$ cat src/rtl/reg_file_scoreboard_if.sv
// Bus bundle for reg_file_scoreboard.
//   master : drives read/write addresses, write data, issue and flush controls
//   slave  : returns read data, per-port busy flags and the registered busy count
interface reg_file_scoreboard_if #(
  parameter int unsigned XLEN  = 32,
  parameter int unsigned NREGS = 32,
  parameter int unsigned NRD   = 2,
  parameter int unsigned NWR   = 2
);
  localparam int unsigned AW = $clog2(NREGS);

  logic [NRD*AW-1:0]   rdAddr;
  logic [NRD*XLEN-1:0] rdData;
  logic [NRD-1:0]      rdBusy;
  logic [NWR-1:0]      wrEn;
  logic [NWR*AW-1:0]   wrAddr;
  logic [NWR*XLEN-1:0] wrData;
  logic                issueEn;
  logic [AW-1:0]       issueAddr;
  logic                flushEn;
  logic [AW:0]         busyCount;

  modport master (
    output rdAddr, wrEn, wrAddr, wrData, issueEn, issueAddr, flushEn,
    input  rdData, rdBusy, busyCount
  );

  modport slave (
    input  rdAddr, wrEn, wrAddr, wrData, issueEn, issueAddr, flushEn,
    output rdData, rdBusy, busyCount
  );
endinterface

$ cat src/rtl/reg_file_scoreboard.sv
// Multi-ported register file with a per-register busy scoreboard.
//   clk   : sole clock, all state updates on the rising edge
//   rstN  : asynchronous active-low reset, clears data, busy bits and count
//   bus   : slave side of reg_file_scoreboard_if
//           rdAddr/rdData/rdBusy : combinational read ports (optional forwarding)
//           wrEn/wrAddr/wrData   : write ports, highest index wins on conflict
//           issueEn/issueAddr    : mark a destination busy
//           flushEn              : clear all busy bits
//           busyCount            : registered popcount of busy bits
module reg_file_scoreboard #(
  parameter int unsigned XLEN   = 32,
  parameter int unsigned NREGS  = 32,
  parameter int unsigned NRD    = 2,
  parameter int unsigned NWR    = 2,
  parameter int unsigned BYPASS = 1
) (
  input  logic                  clk,
  input  logic                  rstN,
  reg_file_scoreboard_if.slave  bus
);

  localparam int unsigned AW = $clog2(NREGS);
  localparam int unsigned CW = AW + 1;

  logic [XLEN-1:0]     r_regs [NREGS];
  logic [NREGS-1:0]    r_busy;
  logic [CW-1:0]       r_busy_count;

  logic [NREGS-1:0]    w_busy_nxt;
  logic [CW-1:0]       w_busy_count_nxt;
  logic [NRD*XLEN-1:0] w_rd_data;
  logic [NRD-1:0]      w_rd_busy;

  // Register array; later ports overwrite earlier ones so the highest index wins
  always_ff @(posedge clk or negedge rstN) begin
    if (!rstN) begin
      for (int i = 0; i < NREGS; i++) begin
        r_regs[i] <= '0;
      end
    end else begin
      for (int j = 0; j < NWR; j++) begin
        if (bus.wrEn[j] && (bus.wrAddr[j*AW +: AW] != AW'(0))) begin
          r_regs[bus.wrAddr[j*AW +: AW]] <= bus.wrData[j*XLEN +: XLEN];
        end
      end
    end
  end

  // Busy update order: flush, writeback clears, then issue sets (newest producer wins)
  always_comb begin
    w_busy_nxt = bus.flushEn ? '0 : r_busy;
    for (int j = 0; j < NWR; j++) begin
      if (bus.wrEn[j]) begin
        w_busy_nxt[bus.wrAddr[j*AW +: AW]] = 1'b0;
      end
    end
    if (bus.issueEn) begin
      w_busy_nxt[bus.issueAddr] = 1'b1;
    end
    w_busy_nxt[0] = 1'b0;
  end

  // Popcount of the next busy vector so the count register tracks the bits exactly
  always_comb begin
    w_busy_count_nxt = '0;
    for (int i = 0; i < NREGS; i++) begin
      w_busy_count_nxt = w_busy_count_nxt + CW'(w_busy_nxt[i]);
    end
  end

  // Scoreboard state
  always_ff @(posedge clk or negedge rstN) begin
    if (!rstN) begin
      r_busy       <= '0;
      r_busy_count <= '0;
    end else begin
      r_busy       <= w_busy_nxt;
      r_busy_count <= w_busy_count_nxt;
    end
  end

  // Read ports; ascending scan lets the highest matching write port forward last
  always_comb begin
    w_rd_data = '0;
    w_rd_busy = '0;
    for (int k = 0; k < NRD; k++) begin
      w_rd_data[k*XLEN +: XLEN] = r_regs[bus.rdAddr[k*AW +: AW]];
      w_rd_busy[k]              = r_busy[bus.rdAddr[k*AW +: AW]];
      if (BYPASS != 0) begin
        for (int j = 0; j < NWR; j++) begin
          if (bus.wrEn[j] && (bus.wrAddr[j*AW +: AW] == bus.rdAddr[k*AW +: AW])) begin
            w_rd_data[k*XLEN +: XLEN] = bus.wrData[j*XLEN +: XLEN];
            w_rd_busy[k]              = 1'b0;
          end
        end
      end
      // x0 is hardwired: forwarding a write to it must not leak data
      if (bus.rdAddr[k*AW +: AW] == AW'(0)) begin
        w_rd_data[k*XLEN +: XLEN] = '0;
        w_rd_busy[k]              = 1'b0;
      end
    end
  end

  assign bus.rdData    = w_rd_data;
  assign bus.rdBusy    = w_rd_busy;
  assign bus.busyCount = r_busy_count;

endmodule

$ cat src/flat_wrapper.sv
// flat-port wrapper written by rule: the top's interface ports become plain ports
module reg_file_scoreboard_flat 
#(
  parameter int unsigned XLEN   = 32,
  parameter int unsigned NREGS  = 32,
  parameter int unsigned NRD    = 2,
  parameter int unsigned NWR    = 2,
  parameter int unsigned BYPASS = 1
)
  (clk, rstN, bus_rdAddr, bus_wrEn, bus_wrAddr, bus_wrData, bus_issueEn, bus_issueAddr, bus_flushEn, bus_rdData, bus_rdBusy, bus_busyCount);
  reg_file_scoreboard_if #(.XLEN(XLEN), .NREGS(NREGS), .NRD(NRD), .NWR(NWR)) bus_i ();
  input  logic clk;
  input  logic rstN;
  input wire logic [$bits(bus_i.rdAddr)-1:0] bus_rdAddr;
  input wire logic [$bits(bus_i.wrEn)-1:0] bus_wrEn;
  input wire logic [$bits(bus_i.wrAddr)-1:0] bus_wrAddr;
  input wire logic [$bits(bus_i.wrData)-1:0] bus_wrData;
  input wire logic [$bits(bus_i.issueEn)-1:0] bus_issueEn;
  input wire logic [$bits(bus_i.issueAddr)-1:0] bus_issueAddr;
  input wire logic [$bits(bus_i.flushEn)-1:0] bus_flushEn;
  output wire logic [$bits(bus_i.rdData)-1:0] bus_rdData;
  output wire logic [$bits(bus_i.rdBusy)-1:0] bus_rdBusy;
  output wire logic [$bits(bus_i.busyCount)-1:0] bus_busyCount;
  assign bus_i.rdAddr = bus_rdAddr;
  assign bus_i.wrEn = bus_wrEn;
  assign bus_i.wrAddr = bus_wrAddr;
  assign bus_i.wrData = bus_wrData;
  assign bus_i.issueEn = bus_issueEn;
  assign bus_i.issueAddr = bus_issueAddr;
  assign bus_i.flushEn = bus_flushEn;
  assign bus_rdData = bus_i.rdData;
  assign bus_rdBusy = bus_i.rdBusy;
  assign bus_busyCount = bus_i.busyCount;
  reg_file_scoreboard #(.XLEN(XLEN), .NREGS(NREGS), .NRD(NRD), .NWR(NWR), .BYPASS(BYPASS)) u_core (.clk(clk), .rstN(rstN), .bus(bus_i));
endmodule
$ cat config.mk
export PLATFORM = sky130hd
export DESIGN_NAME = reg_file_scoreboard_flat
export DESIGN_NICKNAME = d
export VERILOG_FILES = /design/src/rtl/reg_file_scoreboard_if.sv /design/src/rtl/reg_file_scoreboard.sv /design/src/flat_wrapper.sv
export SDC_FILE = /design/constraint.sdc
export NUM_CORES = 2
export LEC_CHECK = 0
export CAP_MARGIN = 20
export CORE_UTILIZATION = 53
export DETAILED_ROUTE_END_ITERATION = 6
export MAX_ROUTING_LAYER = met4
export PLACE_DENSITY = 0.69
export SLEW_MARGIN = 20
export SYNTH_ARGS = -nofsm -noshare
export SYNTH_HDL_FRONTEND = slang
export SYNTH_SLANG_ARGS = --single-unit
$ cat constraint.sdc
create_clock -name clk -period 11.3 [get_ports clk]
set_clock_uncertainty 0.05 [all_clocks]
set_input_delay 2.26 -clock clk [delete_from_list [all_inputs] [get_ports clk]]
set_output_delay 2.26 -clock clk [all_outputs]
set_load 0.02 [all_outputs]
# After elaboration in Yosys (flattened, before gate mapping)
# Cells that the tools add are included.
# Widths: inputs -> output; s select.
dict set report op_classes {
  addsub 30
  order_cmp 14
  n_eq_ne 4
  n_mux 40
  bitwise 9
  n_reduce_logical 15
}
# cell n
set op_table {}
lappend op_table {{$bwmux 1024} 2}
lappend op_table {{$mux 1024} 2}
lappend op_table {{$mux 32} 16}
lappend op_table {{$bmux 32 s5} 2}
lappend op_table {{$demux 32 s5} 2}
lappend op_table {{$add 6x1->6} 29}
lappend op_table {{$and 32x32->32} 2}
lappend op_table {{$not 32->32} 2}
lappend op_table {{$or 32x32->32} 1}
lappend op_table {{$lt 5x6->1 const B} 5}
lappend op_table {{$ge 6x6->1 const B} 4}
lappend op_table {{$not 5->6} 4}
lappend op_table {{$eq 5x5->1} 4}
lappend op_table {{$demux 1 s5} 3}
lappend op_table {{$ge 5x1->1 const B} 3}
lappend op_table {{$lt 6x1->1 const B} 2}
lappend op_table {{$logic_and 1x1->1} 11}
lappend op_table {{$mux 1} 11}
lappend op_table {{$bmux 1 s5} 2}
lappend op_table {{$logic_not 5->1} 2}
lappend op_table {{$reduce_bool 5->1} 2}
lappend op_table {{$add 1x1->2} 1}
dict set report totals {
  regBits 1061
  inputBits 95
  out_inout_bits 72
  wordCells 146
}

# Depth between registers and ports, before layout
dict set report depth {
  ltp_word 41
  depth_mapped 25
  depth_no_buf 22
}

# Worst setup path before layout
# OpenSTA, ideal clock, no wires.
dict set report synth_timing {
  kind {input-to-reg}
  from {input bus_wrAddr[4]}
  to {register u_core.r_busy_count[4] (netlist: u_core.bus.busyCount[4])}
  setup_ns 0.080
  t_arrival_ns 7.776
  required_ns 11.170
  setup_slack_ns 3.394
  stages 19
  path_buffers 4
  cell_sequence {buf_2 > or3b_1 > buf_2 > or3_1 > buf_4 > buf_6 > a22oi_2 > fa_1 > fa_1 > fa_1 > fa_1 > fa_1 > fa_1 > inv_1 > ha_1 > fa_1 > a21o_1 > a21oi_1 > xnor2_1}
}
dict set report synth_between {
  elab_chain_cells 41
  word_cells_on_any_way 42
  cone_classes {add/sub (30); order compare (2); mux (5); bitwise (4); reduce/logical (1)}
}
# element line_no
set synth_rtl {}
lappend synth_rtl {{from (decl)} flat_wrapper.sv:16} ;# input wire logic [$bits(bus_i.wrAddr)-1:0] bus_wrAddr;
lappend synth_rtl {{$lt 5x6->1 (not written as such) / $ge 5x1->1 (equally long branches)} reg_file_scoreboard.sv:54} ;# w_busy_nxt[bus.wrAddr[j*AW +: AW]] = 1'b0;
lappend synth_rtl {{$logic_and 1x1->1 (not written as such)} reg_file_scoreboard.sv:54}
lappend synth_rtl {{$mux 1 (not written as such)} reg_file_scoreboard.sv:54}
lappend synth_rtl {{$demux 1 s5 (*)} n/a}
lappend synth_rtl {{$not 32->32 (no line) (*)} n/a}
lappend synth_rtl {{$and 32x32->32 (no line) (*)} n/a}
lappend synth_rtl {{$mux 32 (*)} reg_file_scoreboard.sv:53} ;# if (bus.wrEn[j]) begin
lappend synth_rtl {{$and 32x32->32 (no line)} n/a}
lappend synth_rtl {{$mux 32 (*)} reg_file_scoreboard.sv:53}
lappend synth_rtl {{$or 32x32->32 (no line)} n/a}
lappend synth_rtl {{$mux 32 (*)} reg_file_scoreboard.sv:57} ;# if (bus.issueEn) begin
lappend synth_rtl {{$add 1x1->2} reg_file_scoreboard.sv:67} ;# w_busy_count_nxt = w_busy_count_nxt + CW'(w_busy_nxt[i]);
lappend synth_rtl {{$add 6x1->6 (28 in series)} reg_file_scoreboard.sv:67}
lappend synth_rtl {{$add 6x1->6 (*)} reg_file_scoreboard.sv:67}
lappend synth_rtl {{named net u_core.w_busy_count_nxt[4]} reg_file_scoreboard.sv:30} ;# logic [CW-1:0] w_busy_count_nxt;
lappend synth_rtl {{to (signal assigned)} reg_file_scoreboard.sv:78} ;# r_busy_count <= w_busy_count_nxt;
lappend synth_rtl {{to (decl)} reg_file_scoreboard.sv:27} ;# logic [CW-1:0] r_busy_count;
# Mark *: on every way through the listed nets, which the timed path passes. The rest lies on a longest branch.

# Worst setup path in the final report
dict set report layout_timing {
  from {input bus_rdAddr[7]}
  to {output bus_rdData[52]}
}
dict set report layout_between {
  elab_chain_cells 7
  word_cells_on_any_way 12
  cone_classes {eq/ne (2); mux (6); bitwise (1); reduce/logical (3)}
}
# element line_no
set layout_rtl {}
lappend layout_rtl {{from (decl)} flat_wrapper.sv:14} ;# input wire logic [$bits(bus_i.rdAddr)-1:0] bus_rdAddr;
lappend layout_rtl {{$not 5->6 (not written as such)} reg_file_scoreboard.sv:87} ;# w_rd_data[k*XLEN +: XLEN] = r_regs[bus.rdAddr[k*AW +: AW]];
lappend layout_rtl {{$bmux 32 s5} reg_file_scoreboard.sv:87}
lappend layout_rtl {{$mux 32 (not written as such) (2 in series)} reg_file_scoreboard.sv:87}
lappend layout_rtl {{$mux 32 (2 in series)} reg_file_scoreboard.sv:91} ;# if (bus.wrEn[j] && (bus.wrAddr[j*AW +: AW] == bus.rdAddr[k*AW +: AW])) begin
lappend layout_rtl {{$mux 32 (*)} reg_file_scoreboard.sv:98} ;# if (bus.rdAddr[k*AW +: AW] == AW'(0)) begin
lappend layout_rtl {{to (decl)} flat_wrapper.sv:21} ;# output wire logic [$bits(bus_i.rdData)-1:0] bus_rdData;
# Mark *: on every way between the ends. The rest lies on a longest branch, timed or not. The select of a mux whose other input is x is not followed.

==> impl_metrics.ini <==
[run_status]
status = finished with violations
violations = design-rule violations

[floorplan]
die_w_um = 358
rows = 130
coreArea_um2 = 126000
dieArea_um2 = 128000
ios = 167
start_util_pct = 53.4
die_height_um = 358

[synthesis]
synthCells = 6624
synth-async-reset-ratio_pct = 100
synth_warnings = 0
yosys-top-cells-count = dfrtp_1 (1,061), mux2i_1 (866), a21oi_1 (694)
synth_area_per_cell_um2 = 10.1
synth-main-ff-cell = dfrtp_1
synth_area_um2 = 67100
netlist.area_leader.share_pct = 39.6
ys_seq_elements = 1061
synth-edff-count = 0
synth_top_cell_by_area = dfrtp_1
yosysMostFrequentCell = dfrtp_1
synth_cell_types = 65
synth_area_leaders = dfrtp_1 (40%), mux4_2 (14%), mux2i_1 (13%), a21oi_1 (5.2%), o21ai_0 (3.6%)
synth_fp_nets = 6751
ys_seq_area_share_pct = 39.6

[hold_path]
min-delay-path-class = reg2reg

[setup_path]
worst_setup_path_start_kind = primary input
cp_data_required_time_ps = 8990
crit_fanout = 40
worstPathCellList = buf_6 -> buf_4 -> xnor2_1 -> nand4_1 -> nor3_1 -> nand2b_2 -> buf_4 -> o221ai_1 -> clkdlybuf4s50_1
cp.arrival_ps = 7150
slowest_delay_ps = 960
crit_top_cell = buf_4
crit_family = buffers and inverters
worst_setup_path_end_kind = primary output
cp_slowest_cell = o221ai_1
path_buf_inv = 4
path_class = in2out

[clocking]
root_buffer = clkbuf_16
cts_made_buffers = 118
post_cts_buffers = 0
hold_buffers = 0
cts.clk_slew.worst_paths_ps = 60
clock_path_buffers = 3
clk_latency_ps = 790
cts.sinks = 1061
cts_tree = built
ctsHtreeMaxLevel = 3
cts_resized = 0

[grt]
grt_overflow = 0
grt_pass1_wl_mm = 434
grt_max_degree = 153
grt_pass1_vias = 57800
antenna_found_initial = 40
grt.total_usage_pct = 49.6

[sta]
post-route-period-util_pct = 83.7
fin_crit_ps = 9460
maxSlewViolCount = 0
hold_viol = 0
setup_violations = 0
max_freq_mhz = 106
tns_ps = 0
rsz0062_at_grt = false
maxSlewHeadroom_pct = 11.1
worst_pin_slew_ps = 1330

[pwr]
ir_drop_mv = 0.142
p_leak_nw = 33.4
power_density_nw_per_um2 = 177

[cells_and_area]
stdcell_count = 8090
drive_above_1_share_pct = 15.9
syn_to_final_growth_pct = 9.88
fin_nets = 6408
nFillCells = 10500

[routing]
firstDrtPassIters = 7
drc = 14
drt_wl_total_mm = 309
vias = 61400
routed_via_density = 7.59
wire_per_inst_um = 38.3
drtIter0Drc = 11700
antenna_left = 0

[placed_design]
gp_congestion = 1.05
placed_cells_incl_taps = 7809
dp.final_hpwl_mm = 175
io_buffers = 166

[flow_run]
cap_viol_max_count = 0
[layout make-up]
cell class / instances / area (um2) / share of cell area (%)
tap: 1650 / 2060 / 2.80
clock inverter: 44 / 498 / 0.676
sequential: 1061 / 26600 / 36.0
multi-input combinational: 4619 / 37100 / 50.3
inverter: 106 / 399 / 0.542
clock buffer: 178 / 3530 / 4.79
antenna: 57 / 143 / 0.194
timing repair buffer: 375 / 3430 / 4.65
[worst paths after layout]
check                               startpoint                       to  slack, ps  cells after the start
max                              bus_rdAddr[7]           bus_rdData[52]       1840                      9
min                        u_core.r_regs[1002]      u_core.r_regs[1002]        350                      0
max reg2reg                   u_core.r_busy[1]  u_core.bus.busyCount[4]       5810                     16
min reg2reg                u_core.r_regs[1002]      u_core.r_regs[1002]        350                      0
max in group asynchronous                 rstN        u_core.r_regs[21]       7480                      3
min in group asynchronous                 rstN       u_core.r_regs[649]       1470                      1
[worst reg2reg max path: stages (launching register included)]
cell and delay (ps):
dfrtp_1 430, o2111ai_1 120, o21ai_0 180, ha_1 320, inv_1 50, fa_1 580, fa_1 460, fa_1 480
fa_1 520, fa_1 430, fa_1 510, inv_1 50, ha_1 230, fa_1 460, a21o_1 200, a21oi_1 170
xnor2_1 140
[logic make-up after synthesis]
kind of cell	after synthesis	share of synthesized area, %
xor+xnor	23	0.300
mux	1339	27.8
simple gates	1349	8.19
fa+ha+maj	32	0.854
buf+inv	944	5.93
compound gates	1876	17.4
flops	1061	39.6
[per-stage QoR]
stage | utilization (%) | worst slack, ps | hold slack (ps) | instance area [um2] | total power, mW
after global placement | 55.2 | 1710 | 328 | 69400 | 8.70
final | 58.7 | 1840 | 346 | 73700 | 13.1
after CTS | 58.5 | 2170 | 349 | 73500 | 12.9
after floorplan | - | 3390 | 391 | 67100 | 7.68
after detailed placement | 55.3 | 1760 | 334 | 69400 | 8.85
after global routing | 58.7 | 1970 | 354 | 73700 | 13.5
[placed cells by master, fill, tap and decap left out, drive strengths merged, types with 64 or more instances in the layout]
master / instances
mux4: 410
o21ai: 515
nor2: 602
clkdlybuf4s50: 154
dfrtp: 1061
a221oi: 213
o221ai: 93
a22oi: 74
mux2i: 866
buf: 221
clkbuf: 178
nand2: 602
inv: 88
a21oi: 694
o22ai: 64
[registers in the layout (all words and copies together) (netlist names)]
name and count:
u_core.r_busy 31, u_core.r_regs 1024, u_core.bus.busyCount 6
[layer usage]
metal  global-route usage [%]  vias to the layer above  part of all wire (%)
met5                        -                        -                     0
met4                     32.7                        0                   8.4
met3                     23.3                     1605                    18
met2                     64.1                     6193                    40
met1                     61.4                    29700                    34
li1                         -                    23900                     -
[power breakdown]
part	leakage [nW]	internal, mW	switching [mW]
Clock	2.00	2.33	1.76
Combinational	18.3	1.70	1.70
Sequential	13.1	4.74	0.828
Total	33.4	8.77	4.30
Note: power is estimated with default switching activity, not from simulation.
